[src/rtl/calc_pkg.sv]
// Shared key codes, operator encodings and sequencer state encoding for the
// calculator keypad front end.
package calc_pkg;

  localparam logic [3:0] KEY_A    = 4'hA;
  localparam logic [3:0] KEY_B    = 4'hB;
  localparam logic [3:0] KEY_C    = 4'hC;
  localparam logic [3:0] KEY_D    = 4'hD;
  localparam logic [3:0] KEY_STAR = 4'hE;
  localparam logic [3:0] KEY_HASH = 4'hF;

  localparam logic [1:0] OP_NONE = 2'b00;
  localparam logic [1:0] OP_A    = 2'b01;
  localparam logic [1:0] OP_B    = 2'b10;
  localparam logic [1:0] OP_STAR = 2'b11;

  typedef enum logic [1:0] {
    S_A   = 2'd0,
    S_B   = 2'd1,
    S_OUT = 2'd2
  } state_e;

endpackage

[src/rtl/key_class_decode.sv]
// Combinational classification of a translated key code into its key class
// and, for operator keys, the matching op_code.
module key_class_decode
  import calc_pkg::*;
(
  input  logic [3:0] key_code_i,
  output logic       is_digit_o,
  output logic       is_op_o,
  output logic       is_clr_o,
  output logic       is_equ_o,
  output logic       is_bksp_o,
  output logic [1:0] op_code_o
);

  always_comb begin
    is_digit_o = 1'b0;
    is_op_o    = 1'b0;
    is_clr_o   = 1'b0;
    is_equ_o   = 1'b0;
    is_bksp_o  = 1'b0;
    op_code_o  = OP_NONE;
    case (key_code_i)
      KEY_A:    begin is_op_o = 1'b1; op_code_o = OP_A;    end
      KEY_B:    begin is_op_o = 1'b1; op_code_o = OP_B;    end
      KEY_STAR: begin is_op_o = 1'b1; op_code_o = OP_STAR; end
      KEY_C:    is_clr_o  = 1'b1;
      KEY_D:    is_equ_o  = 1'b1;
      KEY_HASH: is_bksp_o = 1'b1;
      default:  is_digit_o = 1'b1;
    endcase
  end

endmodule

[src/rtl/calc_key_sequencer.sv]
// Keypad-entry sequencer: accumulates two BCD operands and an operator, then
// offers them to the ALU. Handshake: a transfer completes on any rising edge where calc_valid & calc_ready.
module calc_key_sequencer
  import calc_pkg::*;
#(
  parameter int NDIGITS = 4
) (
  input  logic                 clk,
  input  logic                 rst_n,
  input  logic                 key_valid,
  input  logic [3:0]           key_code,
  input  logic                 calc_ready,
  output logic                 calc_valid,
  output logic [4*NDIGITS-1:0] op_a,
  output logic [4*NDIGITS-1:0] op_b,
  output logic [1:0]           op_code,
  output logic [4*NDIGITS-1:0] disp_bcd,
  output logic                 disp_sel,
  output logic                 overflow_err,
  output logic                 key_ignored,
  output logic [1:0]           dbg_state_o
);

  localparam int W  = 4 * NDIGITS;
  localparam int CW = $clog2(NDIGITS + 1);
  localparam logic [CW-1:0] CNT_MAX = CW'(NDIGITS);
  localparam logic [CW-1:0] CNT_ONE = CW'(1);

  logic          is_digit, is_op, is_clr, is_equ, is_bksp;
  logic [1:0]    key_op;

  state_e        state_q, state_d;
  logic [W-1:0]  a_q, a_d, b_q, b_d;
  logic [CW-1:0] cnt_a_q, cnt_a_d, cnt_b_q, cnt_b_d;
  logic [1:0]    op_q, op_d;
  logic          ovf_q, ovf_d, ign_q, ign_d;
  logic          clr_key, do_clear;

  key_class_decode u_decode (
    .key_code_i (key_code),
    .is_digit_o (is_digit),
    .is_op_o    (is_op),
    .is_clr_o   (is_clr),
    .is_equ_o   (is_equ),
    .is_bksp_o  (is_bksp),
    .op_code_o  (key_op)
  );

  assign clr_key  = key_valid & is_clr;
  // Clear key and a completed transfer land in the same cleared S_A state.
  assign do_clear = clr_key | ((state_q == S_OUT) & calc_ready);

  always_comb begin
    state_d = state_q;
    a_d     = a_q;
    b_d     = b_q;
    cnt_a_d = cnt_a_q;
    cnt_b_d = cnt_b_q;
    op_d    = op_q;
    ovf_d   = ovf_q;
    ign_d   = 1'b0;
    if (!clr_key) begin
      case (state_q)
        S_A: if (key_valid) begin
          if (is_digit) begin
            if (cnt_a_q == CNT_MAX) begin
              ovf_d = 1'b1;
              ign_d = 1'b1;
            end else if (cnt_a_q == '0 && key_code == 4'h0) begin
              ign_d = 1'b1;
            end else begin
              a_d     = (a_q << 4) | W'(key_code);
              cnt_a_d = cnt_a_q + CNT_ONE;
            end
          end else if (is_bksp) begin
            if (cnt_a_q == '0) ign_d = 1'b1;
            else begin
              a_d     = a_q >> 4;
              cnt_a_d = cnt_a_q - CNT_ONE;
            end
          end else if (is_op) begin
            op_d    = key_op;
            state_d = S_B;
          end else if (is_equ) begin
            ign_d = 1'b1;
          end
        end
        S_B: if (key_valid) begin
          if (is_digit) begin
            if (cnt_b_q == CNT_MAX) begin
              ovf_d = 1'b1;
              ign_d = 1'b1;
            end else if (cnt_b_q == '0 && key_code == 4'h0) begin
              ign_d = 1'b1;
            end else begin
              b_d     = (b_q << 4) | W'(key_code);
              cnt_b_d = cnt_b_q + CNT_ONE;
            end
          end else if (is_bksp) begin
            if (cnt_b_q == '0) ign_d = 1'b1;
            else begin
              b_d     = b_q >> 4;
              cnt_b_d = cnt_b_q - CNT_ONE;
            end
          end else if (is_op) begin
            // Operator may only be swapped while B is still empty.
            if (cnt_b_q == '0) op_d = key_op;
            else ign_d = 1'b1;
          end else if (is_equ) begin
            if (cnt_b_q == '0) ign_d = 1'b1;
            else state_d = S_OUT;
          end
        end
        S_OUT: if (key_valid) ign_d = 1'b1;
        default: state_d = S_A;
      endcase
    end
    if (do_clear) begin
      state_d = S_A;
      a_d     = '0;
      b_d     = '0;
      cnt_a_d = '0;
      cnt_b_d = '0;
      op_d    = OP_NONE;
      ovf_d   = 1'b0;
    end
  end

  always_ff @(posedge clk or negedge rst_n) begin
    if (!rst_n) begin
      state_q <= S_A;
      a_q     <= '0;
      b_q     <= '0;
      cnt_a_q <= '0;
      cnt_b_q <= '0;
      op_q    <= OP_NONE;
      ovf_q   <= 1'b0;
      ign_q   <= 1'b0;
    end else begin
      state_q <= state_d;
      a_q     <= a_d;
      b_q     <= b_d;
      cnt_a_q <= cnt_a_d;
      cnt_b_q <= cnt_b_d;
      op_q    <= op_d;
      ovf_q   <= ovf_d;
      ign_q   <= ign_d;
    end
  end

  assign calc_valid   = (state_q == S_OUT);
  assign op_a         = a_q;
  assign op_b         = b_q;
  assign op_code      = op_q;
  assign disp_sel     = (state_q != S_A);
  assign disp_bcd     = disp_sel ? b_q : a_q;
  assign overflow_err = ovf_q;
  assign key_ignored  = ign_q;
  assign dbg_state_o  = state_q;

endmodule

[config.mk]
export PLATFORM = sky130hd
export DESIGN_NAME = calc_key_sequencer
export DESIGN_NICKNAME = d
export VERILOG_FILES = /design/src/rtl/calc_pkg.sv /design/src/rtl/key_class_decode.sv /design/src/rtl/calc_key_sequencer.sv
export SDC_FILE = /design/constraint.sdc
export NUM_CORES = 1
export LEC_CHECK = 0
export CAP_MARGIN = 20
export CORE_AREA = 2 2 86 88
export DETAILED_ROUTE_END_ITERATION = 8
export DIE_AREA = 0 0 88 90
export GPL_TIMING_DRIVEN = 1
export PLACE_DENSITY = 0.65
export SETUP_SLACK_MARGIN = 0.5
export SKIP_CTS_REPAIR_TIMING = 1
export SYNTH_ARGS = -nofsm -noshare
export SYNTH_HDL_FRONTEND = slang
export SYNTH_SLANG_ARGS = --single-unit
[constraint.sdc]
create_clock -name clk -period 2.3 [get_ports clk]
set_input_delay 0.23 -clock clk [delete_from_list [all_inputs] [get_ports clk]]
set_output_delay 0.23 -clock clk [all_outputs]
set_load 0.1 [all_outputs]
# After elaboration in Yosys (flattened, before gate mapping)

Cells that the tools add are included.
W data, S select, Z words.

Register bits: 44
Word-level logic and storage cells: 166
Output and inout port bits: 56
Input port bits: 8

Mux-type cells: 96
Bitwise operators: 5
Add/sub/neg operators: 4
Equal/unequal tests: 35
Reductions and logical operators: 18

Operator list:

| kind                  | count |
|---|---|
| $mux W16              | 19 |
| $ne A3 B3 Y1 const B  | 22 |
| $mux W3               | 18 |
| $mux W2               | 23 |
| $or A16 B4 Y16        | 2 |
| $mux W1               | 31 |
| $eq A4 B4 Y1 const B  | 6 |
| $reduce_and A7 Y1     | 2 |
| $pmux W2 S3           | 2 |
| $reduce_and A12 Y1    | 1 |
| $reduce_and A11 Y1    | 1 |
| $reduce_and A8 Y1     | 1 |
| $reduce_bool A2 Y1    | 4 |
| $add A3 B1 Y3 const B | 2 |
| $eq A3 B3 Y1 const B  | 2 |
| $logic_not A3 Y1      | 2 |
| $reduce_or A6 Y1      | 1 |
| $sub A3 B1 Y3 const B | 2 |
| $logic_not A4 Y1      | 1 |
| $ne A2 B1 Y1 const B  | 2 |
| $pmux W2 S2           | 1 |
| $ne A3 B1 Y1 const B  | 1 |
| $pmux W1 S3           | 1 |
| $reduce_bool A3 Y1    | 1 |
| 8 further kinds       | 10 |

# Longest topological paths before layout

Gate-level depths: netlist (run 1).

Depth after elaboration: 10
Mapped depth: 8
Depth with buffers taken out: 6

# By module

A second synthesis (run 1) with hierarchy kept.

Cells, all modules: 268
Area total of the unflattened synthesis: 2715.1 µm²

Modules (own cells, without submodules):

| module             | area an instance (µm²) | cells each | times used |
|---|---|---|---|
| calc_key_sequencer | 2656.3                 | 257        | 1 |
| key_class_decode   | 58.8                   | 11         | 1 |

# Worst setup path after synthesis (run 1)

Ideal clock, no wire load.

Kind: register to output
Start: register state_q[1], in the netlist dbg_state_o[1]
End: output port calc_valid
Cell stages (with the launch flop): 4
Buffers on the path: 1
Data required time: 2.070 ns
Arrival: 2.612 ns
Slack: -0.542 ns
Path through: dfrtp_1 clkbuf_1 inv_1 nor2_1

Longest elaborated chain between the ends: 1

Ends and longest elaborated chain:

| what                     | RTL line                  | RTL |
|---|---|---|
| start: declaration       | calc_key_sequencer.sv:32  | `state_e state_q, state_d;` |
| start signal: assignment | calc_key_sequencer.sv:140 | `state_q <= state_d;` |
| $eq A2 B2 Y1             | calc_key_sequencer.sv:151 | `assign calc_valid = (state_q == S_OUT);` |
| end: declaration         | calc_key_sequencer.sv:13  | `output logic calc_valid,` |

Every way passes these cells.

# Worst setup path after layout (run 1)

Start: register state_q[0], in the netlist dbg_state_o[0]
End: output port disp_bcd[0]

Longest elaborated chain between the ends: 2

Ends and longest elaborated chain:

| what               | RTL line                  | RTL |
|---|---|---|
| $reduce_bool A2 Y1 | calc_key_sequencer.sv:155 | `assign disp_sel = (state_q != S_A);` |
| $mux W16           | calc_key_sequencer.sv:156 | `assign disp_bcd = disp_sel ? b_q : a_q;` |
| end: declaration   | calc_key_sequencer.sv:17  | `output logic [4*NDIGITS-1:0] disp_bcd,` |

Every way passes these cells.

==> run_results.csv, run 1 <==
group,metric,value,unit
grt,antenna_found_initial,0,
critical_path,arrival,1.70,ns
critical_path,endpoint_kind,"output port",
critical_path,path_common_cell,"buf_12",
synth,ys_seq_area_share,40.3,%
critical_path,slowest_delay,0.52,ns
timing,rsz0062_at_grt,"true",
synth,ys_seq_elements,44,
clock_network,cts_buffer_depth,2,
routing,drc,0,
routing,routed_wl,7080,µm
clock_network,cts_sinks,44,
synth,synth-edff-count,0,
critical_path,worstSetupStartpointType,"register",
timing,setup-violations-final,0,
placed_design,dp.final_hpwl,4730,µm
critical_path,required,2.07,ns
placed_design,routabilityCongestion,0.795,
clock_network,clkLatencyLatePin,0.31,ns
synth,avgSynthCellArea,10.2,µm²
timing,finalCritPeriodShare,84.1,%
final_layout,antenna_cells,0,
placed_design,port_buffers,63,
timing,fmax,517,MHz
timing,period_needed,1.93,ns
grt,grt_pass1_vias,2210,
synth,netlist_area,2730,µm²
final_layout,areaGrowthSynthToFinish,45.4,%
synth,ys.flop_type,"dfrtp_1",
timing,hold_violations,0,
flow_run,maxCapViolations,0,
floorplanning,core_region_area,7020,µm²
synth,netlist_instances,267,
floorplanning,die_height,90,µm
routing,drt_pass1_iterations,5,
routing,wl_per_cell,15.8,µm
synth,synthArstFlopShare,100,%
timing,maxSlewViolCount,0,
synth,synth_warnings,0,
routing,via_per_inst,5.21,
routing,drtIter0Drc,127,
min_path,min_path_type,"in2async",
timing,skew,0.0110,ns
grt,grt.overflow.total,0,
timing,slew_headroom,72.3,%
routing,ant_nets,0,
critical_path,crit_chain,"nor2_4 > buf_12 > mux2_2 > buf_12",
synth,syn-num-nets,277,
grt,track_usage,17.3,%
routing,vias,2340,
final_layout,drive_gt1_share,36.6,%
timing,worst_slack,0.366,ns
clock_network,ctsRootBufferMaster,"clkbuf_8",
synth,yosysUniqueCellTypes,50,
final_layout,fin_nets,359,
clock_network,clk_pin_slew,0.09,ns
floorplanning,start_util,38.9,%
grt,grt_pass1_wl,11000,µm
critical_path,setup.worst_path.class,"reg2out",
grt,grt_max_degree,33,
critical_path,critPathSlowestCell,"dfrtp_4",
critical_path,cp_max_fo,13,
timing,fin_tns_setup,0,ns
timing,worst_pin_slew,0.405,ns
outcome,status,"finished, final reports clean",
floorplanning,die_x,88,µm
floorplanning,io-pin-count,64,
clock_network,cts.htree.levels,2,
floorplanning,dieArea,7920,µm²
placed_design,pre_cts_ws,0.100,ns
clock_network,cts_buffers,5,
floorplanning,rows,31,
clock_network,cts_tree,"done",
## per-stage QoR
step           utilization [%]  instances  instance area (µm²)  hold slack [ns]
3_3_place_gp              51.6        424                 3620            0.144
5_1_grt                   56.5        449                 3970            0.362
4_1_cts                   53.3        432                 3740           -0.191
2_1_floorplan                -        267                 2820          -0.0656
6_report                  56.5        449                 3970            0.349
3_5_place_dp              51.6        424                 3620            0.142
## per-layer routing
layer	part of all wire, %	GRT usage [%]
met4	1.3	5.00
met2	49	27.7
met3	5.1	3.67
met1	45	23.5
met5	0	0
## path summary, 6_finish.rpt
| kind | startpoint | end | slack (ns) | cells past startpoint |
|---|---|---|---|---|
| worst min-delay path | rst_n | op_a[6] | 0.35 | 2 |
| max in group asynchronous | rst_n | op_b[3] | 1.23 | 3 |
| worst min register to register | op_code[1] | op_code[1] | 0.50 | 1 |
| worst max register to register | dbg_state_o[1] | cnt_b_q[2] | 0.57 | 5 |
| min in group clk | op_code[1] | op_code[1] | 0.50 | 1 |
| worst max-delay path | dbg_state_o[0] | disp_bcd[0] | 0.37 | 4 |
## critical path: cells and delay by family, from the launching register on
| family | cells | cell delay (ns) |
|---|---|---|
| flops | 1 | 0.52 |
| simple gates | 1 | 0.17 |
| mux | 1 | 0.37 |
| buf+inv | 2 | 0.34 |
## cell usage in the layout, fill, tap and decap left out, types with 2 or more instances in the layout
cell	instances
inv_1	10
nor2_1	4
mux2_2	6
buf_12	21
mux2_4	10
nor2b_1	2
mux2i_1	52
nor2_4	2
nor3_1	6
buf_4	57
dfrtp_1	42
nand4_1	2
clkbuf_16	2
clkdlybuf4s50_1	5
a21boi_1	2
xnor2_1	2
o21ai_0	4
nand2_1	51
clkbuf_8	5
o211ai_1	2
clkinvlp_4	2
dfrtp_4	2
o22ai_1	4
and2_1	3
fa_1	2
a2bb2oi_1	2
and3b_1	2
buf_6	5
mux2_1	2
a21oi_1	4
## final cells by class
cell class	count	area [µm²]
inverters	12	48.8
fillers	598	3050
flip-flops and latches	44	1110
well taps	99	124
multi-input cells	193	1540
repair buffers	93	1030
clock buffers	5	68.8
clock inverters	3	46.3
## state kept, by name (all words and copies together) (netlist names)
| register | cells |
|---|---|
| dbg_state_o | 2 |
| cnt_b_q | 3 |
| overflow_err | 1 |
| op_code | 2 |
| op_a | 16 |
| key_ignored | 1 |
| cnt_a_q | 3 |
| op_b | 16 |
## Yosys cell counts, types with 2 or more instances
library cell,instances,area share [%]
o211ai_1,2,0.55
mux2_2,7,2.9
a21oi_1,5,0.92
o22ai_1,4,0.92
nor3_1,7,1.3
a2bb2oi_1,2,0.64
and2_1,3,0.69
nand3_1,2,0.37
dfrtp_1,44,40
xnor2_1,2,0.64
nand2_1,51,7.0
a21boi_1,2,0.55
nand4_1,2,0.46
a211oi_1,2,0.55
o21ai_0,4,0.73
mux2_1,11,4.5
buf_6,4,1.7
nor2_1,5,0.69
nor2b_1,2,0.46
a21o_1,2,0.55
buf_4,4,1.1
mux2i_1,53,19
and3b_1,2,0.64
buf_2,5,0.92
inv_1,11,1.5
fa_1,2,1.5
clkbuf_1,4,0.55
## cells by family after synthesis
group,Yosys count,share of synthesized area (%)
flip-flops,44,40.3
XOR/XNOR,2,0.642
buffers and inverters,30,6.60
multiplexers,71,26.9
AND/OR/NAND/NOR,83,14.8
AO/OA/AOI/OAI,35,9.31
adder cells (fa/ha/maj),2,1.47
Power of run 1 is not shown: default switching activity piles up to over one toggle a cycle in this logic, so the estimate is an artifact.
==> run 2, diff against run 1 <==
- clock period: 2.3 -> 1.9 ns (I/O delays scaled with it)
==> run_results.csv, run 2 (synthesis gave the netlist of run 1 again) <==
group,metric,value,unit
final_layout,drive_gt1_share,41.2,%
clock_network,cts.htree.levels,2,
timing,hold_violations,0,
floorplanning,io-pin-count,64,
clock_network,clkLatencyLatePin,0.30,ns
routing,routed_wl,7370,µm
critical_path,required,1.71,ns
critical_path,setup.worst_path.class,"reg2out",
clock_network,cts_tree,"done",
clock_network,cts_buffer_depth,2,
timing,skew,0.0102,ns
critical_path,slowest_delay,0.54,ns
final_layout,final_cell_mix,"buf_4 (72), mux2i_1 (52), nand2_1 (51)",
grt,grt_pass1_wl,11800,µm
final_layout,layout.cells.non_filler,463,
routing,drtIter0Drc,90,
critical_path,path_common_cell,"buf_12",
placed_design,pre_cts_ws,-0.180,ns
final_layout,areaGrowthSynthToFinish,51.9,%
grt,grt_pass1_vias,2370,
floorplanning,dieArea,7920,µm²
routing,via_per_inst,5.11,
critical_path,cp_max_fo,12,
final_layout,fin_nets,373,
placed_design,routabilityCongestion,0.871,
critical_path,worstSetupStartpointType,"register",
floorplanning,die_height,90,µm
placed_design,dp.final_hpwl,5130,µm
floorplanning,start_util,38.9,%
timing,worst_slack,0.0139,ns
grt,grt.overflow.total,0,
outcome,status,"finished, final reports clean",
routing,drt_pass1_iterations,4,
placed_design,port_buffers,63,
grt,track_usage,18.5,%
floorplanning,core_region_area,7020,µm²
clock_network,clk_pin_slew,0.09,ns
placed_design,dp_cells,444,
floorplanning,rows,31,
critical_path,critPathTopFamily,"flip-flops",
timing,worst_pin_slew,0.403,ns
clock_network,ctsRootBufferMaster,"clkbuf_8",
clock_network,cts_sinks,44,
flow_run,maxCapViolations,0,
timing,fin_hold_ws,0.343,ns
routing,drc,0,
routing,vias,2366,
grt,grt_max_degree,36,
clock_network,cts_buffers,5,
routing,ant_nets,0,
routing,wl_per_cell,15.9,µm
timing,finalCritPeriodShare,99.3,%
critical_path,r2r_setup_slack,0.20,ns
critical_path,endpoint_kind,"output port",
timing,rsz0062_at_grt,"true",
min_path,min_path_type,"in2async",
timing,period_needed,1.89,ns
critical_path,path_buf_inv,2,
critical_path,critPathSlowestCell,"dfrtp_4",
final_layout,final_common_cell,"buf_4",
grt,antenna_found_initial,0,
final_layout,antenna_cells,0,
floorplanning,die_x,88,µm
critical_path,crit_chain,"nor2_4 > buf_12 > mux2_2 > buf_12",
timing,setup-violations-final,0,
critical_path,arrival,1.70,ns
timing,maxSlewViolCount,0,
timing,fmax,530,MHz
timing,slew_headroom,73.1,%
## run 2: final timing paths
kind                           startpoint            to  depth (start not counted)
max in group asynchronous           rst_n    cnt_b_q[2]                          3
min in group clk             overflow_err  overflow_err                          2
hold reg to reg              overflow_err  overflow_err                          2
setup reg to reg           dbg_state_o[0]    op_code[0]                          5
hold / removal                      rst_n      op_b[15]                          2
setup / recovery           dbg_state_o[1]   disp_bcd[9]                          4
## run 2: area by class of cell
cell class	count	area (µm²)
fill	589	2880
multi-input combinational	193	1590
timing repair buffer	107	1150
sequential	44	1110
tap	99	124
clock buffer	6	82.6
inverter	12	48.8
clock inverter	2	38.8
## run 2: per-stage QoR
| stage | cell area [µm²] | util [%] | TNS, ns |
|---|---|---|---|
| 2_1_floorplan | 2880 | - | 0 |
| 3_3_place_gp | 3810 | 54.3 | -4.82 |
| 3_5_place_dp | 3810 | 54.3 | -4.97 |
| 4_1_cts | 3930 | 56.0 | -0.330 |
| 5_1_grt | 4140 | 59.0 | -0.0941 |
| 6_report | 4140 | 59.0 | 0 |
## run 2: routing by layer
metal	global-route usage, %	wire, µm	up-vias	part of all wire [%]
met5	0	0	-	0
met4	3.85	99	0	1.3
met3	2.85	269	8	3.7
met2	31.3	3710	58	50
met1	25.0	3290	1166	45
li1	-	-	1134	-
Power of run 2 is left out for the same reason.
